--- config.mk ---
export PLATFORM = sky130hd
export DESIGN_NAME = lfsr32_galois
export DESIGN_NICKNAME = d
export VERILOG_FILES = /design/src/rtl/lfsr32_galois.sv
export SDC_FILE = /design/constraint.sdc
export NUM_CORES = 1
export LEC_CHECK = 0
export ABC_CLOCK_PERIOD_IN_PS = 2600
export BUFFER_PORTS_ARGS = -buffer_cell sky130_fd_sc_hd__buf_2
export CELL_PAD_IN_SITES_DETAIL_PLACEMENT = 0
export CELL_PAD_IN_SITES_GLOBAL_PLACEMENT = 1
export CORE_ASPECT_RATIO = 1.1
export CORE_MARGIN = 1
export CORE_UTILIZATION = 43
export CTS_CLUSTER_DIAMETER = 100
export DETAILED_ROUTE_END_ITERATION = 7
export PLACE_DENSITY_LB_ADDON = 0.1
export SETUP_SLACK_MARGIN = 0.3
export SLEW_MARGIN = 20
export SYNTH_ARGS = -nofsm -noshare
export SYNTH_HDL_FRONTEND = slang
export SYNTH_SLANG_ARGS = --single-unit
--- constraint.sdc ---
create_clock -name clk -period 2.6 [get_ports clk]
set_clock_uncertainty 0.2 [all_clocks]
set_input_delay 0.26 -clock clk [delete_from_list [all_inputs] [get_ports clk]]
set_output_delay 0.26 -clock clk [all_outputs]
set_load 0.005 [all_outputs]
--- src/rtl/lfsr32_galois.sv ---
// 32-bit right-shifting Galois LFSR.
//   clk, reset : clock, async active-high reset (state returns to SEED)
//   load       : reload SEED (wins over advance)
//   advance    : step the register once
//   q          : current state
module lfsr32_galois #(
  parameter logic [31:0] SEED = 32'h0000_0001,
  parameter logic [31:0] MASK = 32'h8020_0003
) (
  input  logic        clk,
  input  logic        reset,
  input  logic        load,
  input  logic        advance,
  output logic [31:0] q
);

  always_ff @(posedge clk or posedge reset) begin
    if (reset)        q <= SEED;
    else if (load)    q <= SEED;
    else if (advance) q <= (q >> 1) ^ (q[0] ? MASK : 32'h0);
  end

endmodule

==> metrics.yaml <==
status: "finished clean"
pin_count: 36
finalHoldViolations: 0
ys_types: 15
path_delay_family: "flip-flops"
p_comb_share_pct: 7.7
clkTransAtPathRegs_ps: 90
drt_iter0_drc: 22
netlist.area_leader.share_pct: 56.9
die_h_um: 61.0
dieArea_um2: 3400
numClockSinks: 32
ys_warn_count: 0
path_class: "register to output port"
root_buffer: "clkbuf_4"
crit_chain: "buf_2"
vias_per_cell: 5.10
path_buf_inv: 1
fmax_mhz: 658
routed-via-count: 924
final.fill_count: 294
slew-limit-headroom_pct: 59.6
drtAntennaViolNets: 0
overflow: 0
layout_min_cycle_time_ps: 1520
syn_area_um2: 1360
min_path_type: "input port to register"
first_pass_iters: 4
crit_fanout: 6
period_share_pct: 58.4
pwr-share-clk_pct: 33.6
drive_gt1_share_pct: 33.3
crit_required_ps: 2140
slowest_stage: "dfstp_2"
fin_nets: 150
tns_ps: 0
grt_pass1_vias: 897
synth-seq-cells: 32
cts-resized-gates: 0
num_antenna_cells: 0
finalSetupViolCount: 0
synthToLayoutAreaGrowth_pct: 16.5
cap_violations: 0
cts_buffers: 5
p_total_w: 0.000875
synthesis.instances: 107
cp-end-kind: "output port"
floorplan.initialDensity_pct: 45.1
synth.avg_cell_area_um2: 12.7
gp_congestion: 0.653
netlist_top_cells_area: "dfrtp_1 (57%), mux2i_1 (21%), nor2_1 (8.0%), buf_12 (4.4%), dfstp_2 (1.9%)"
htreeDepth: 2
post_cts_buffers: 0
slowest_delay_ps: 600
dp_hpwl_um: 1580
reg_top3: "q x32"
core_area_um2: 3020
synthesis.nets: 111
largest_reg_flops: 32
synth-seq-area-share_pct: 58.9
p_switching_w: 0.000209
die_w_um: 55.7
io_buffer_count: 35
antenna_found_initial: 0
layout_commonest_cell: "buf_2"
row_count: 21
drv_slew: 0
cp.arrival_ps: 1060
grt_setup_unrepaired: "no"
power_frac_seq_pct: 58.7
power_density_nw_per_um2: 551
power.share.switching_pct: 23.9
cellLeakagePower_nw: 0.916
final_cell_mix: "buf_2 (35), dfrtp_1 (31), mux2i_1 (29), nor2_1 (29), clkbuf_4 (5)"
track_usage_pct: 16.0
grt_max_degree: 33
worst_slew_pin_slew_ps: 606
synth_area_leader_cell: "dfrtp_1"
clock_path_buffers: 2
cts_tree: "done"
insertion_delay_ps: 330
drc: 0
wl_um: 2480
drt-wirelength-per-cell_um: 13.7
cp-start-kind: "register"
top_register: "q"
ir_drop_mv: 0.363
p_int_w: 0.000666
grt_pass1_wl_um: 3990
hold_buffers: 1
-- path summary, 6_finish.rpt --
| path | from | endpoint | slack (ps) | cells past startpoint |
|---|---|---|---|---|
| min in group asynchronous | reset | q[21] | 360 | 4 |
| max | q[0] | q[0] | 1080 | 1 |
| min reg2reg | q[31] | q[31] | 350 | 2 |
| max reg2reg | q[0] | q[21] | 1380 | 2 |
| min | advance | q[1] | 160 | 3 |
| max in group asynchronous | reset | q[0] | 1520 | 4 |
-- metrics by stage --
| stage | instance area [um^2] | cells | worst slack [ps] | utilization [%] | hold WS, ps |
|---|---|---|---|---|---|
| after floorplan | 1360 | 107 | 1450 | - | 118 |
| after global placement | 1520 | 172 | 1130 | 50.3 | 160 |
| after detailed placement | 1520 | 172 | 1100 | 50.3 | 169 |
| after CTS | 1590 | 181 | 1060 | 52.5 | 145 |
| after global routing | 1590 | 181 | 1030 | 52.5 | 159 |
| final | 1590 | 181 | 1080 | 52.5 | 165 |
-- cell usage after synthesis --
library cell  instances
xnor2_1               2
o21bai_1              1
and3_1                1
nor2_2                2
mux2i_1              29
dfstp_2               1
buf_12                3
dfrtp_1              31
inv_1                 1
nor2_1               29
a21oi_1               1
buf_2                 1
clkbuf_1              2
a211oi_2              2
buf_6                 1
-- tightest hold or removal path: cells and delay by family --
kind	cells	cell delay, ps
buffers and inverters	1	210
and+or+nand+nor	1	130
AOI/OAI and AO/OA	1	50
-- area by class of cell --
class / count / area (um^2) / share of cell area [%]
clock buffer: 8 / 58.8 / 3.70
timing repair buffer: 39 / 208 / 13.1
tap: 34 / 42.5 / 2.68
inverter: 1 / 3.75 / 0.236
sequential: 32 / 802 / 50.5
multi-input combinational: 67 / 473 / 29.8
-- kinds of logic after synthesis --
logic type                Yosys count  synth area share [%]
AOI/OAI and AO/OA                   4                  2.75
muxes                              29                  21.3
and+or+nand+nor                    32                  9.37
DFF                                32                  58.9
buffers and inverters               8                  6.43
xor gates and xnor gates            2                  1.29
-- power groups by stage --
stage	clock network (W)	registers (W)	logic, W
finish	0.000294	0.000514	0.0000675
global route	0.000324	0.000515	0.0000749
CTS	0.000308	0.000514	0.0000691
detailed placement	0	0.000524	0.0000678
global placement	0	0.000523	0.0000664
floorplan	0	0.000523	0.0000567
-- layer usage --
metal | vias up | global-route usage (%) | share of wire, %
met5 | - | 0 | 0
met4 | 0 | 7.50 | 1.9
met3 | 6 | 6.72 | 4.9
met2 | 23 | 28.1 | 50
met1 | 469 | 17.2 | 43
li1 | 426 | - | -
No activity file was read; power rests on OpenSTA's default activity.
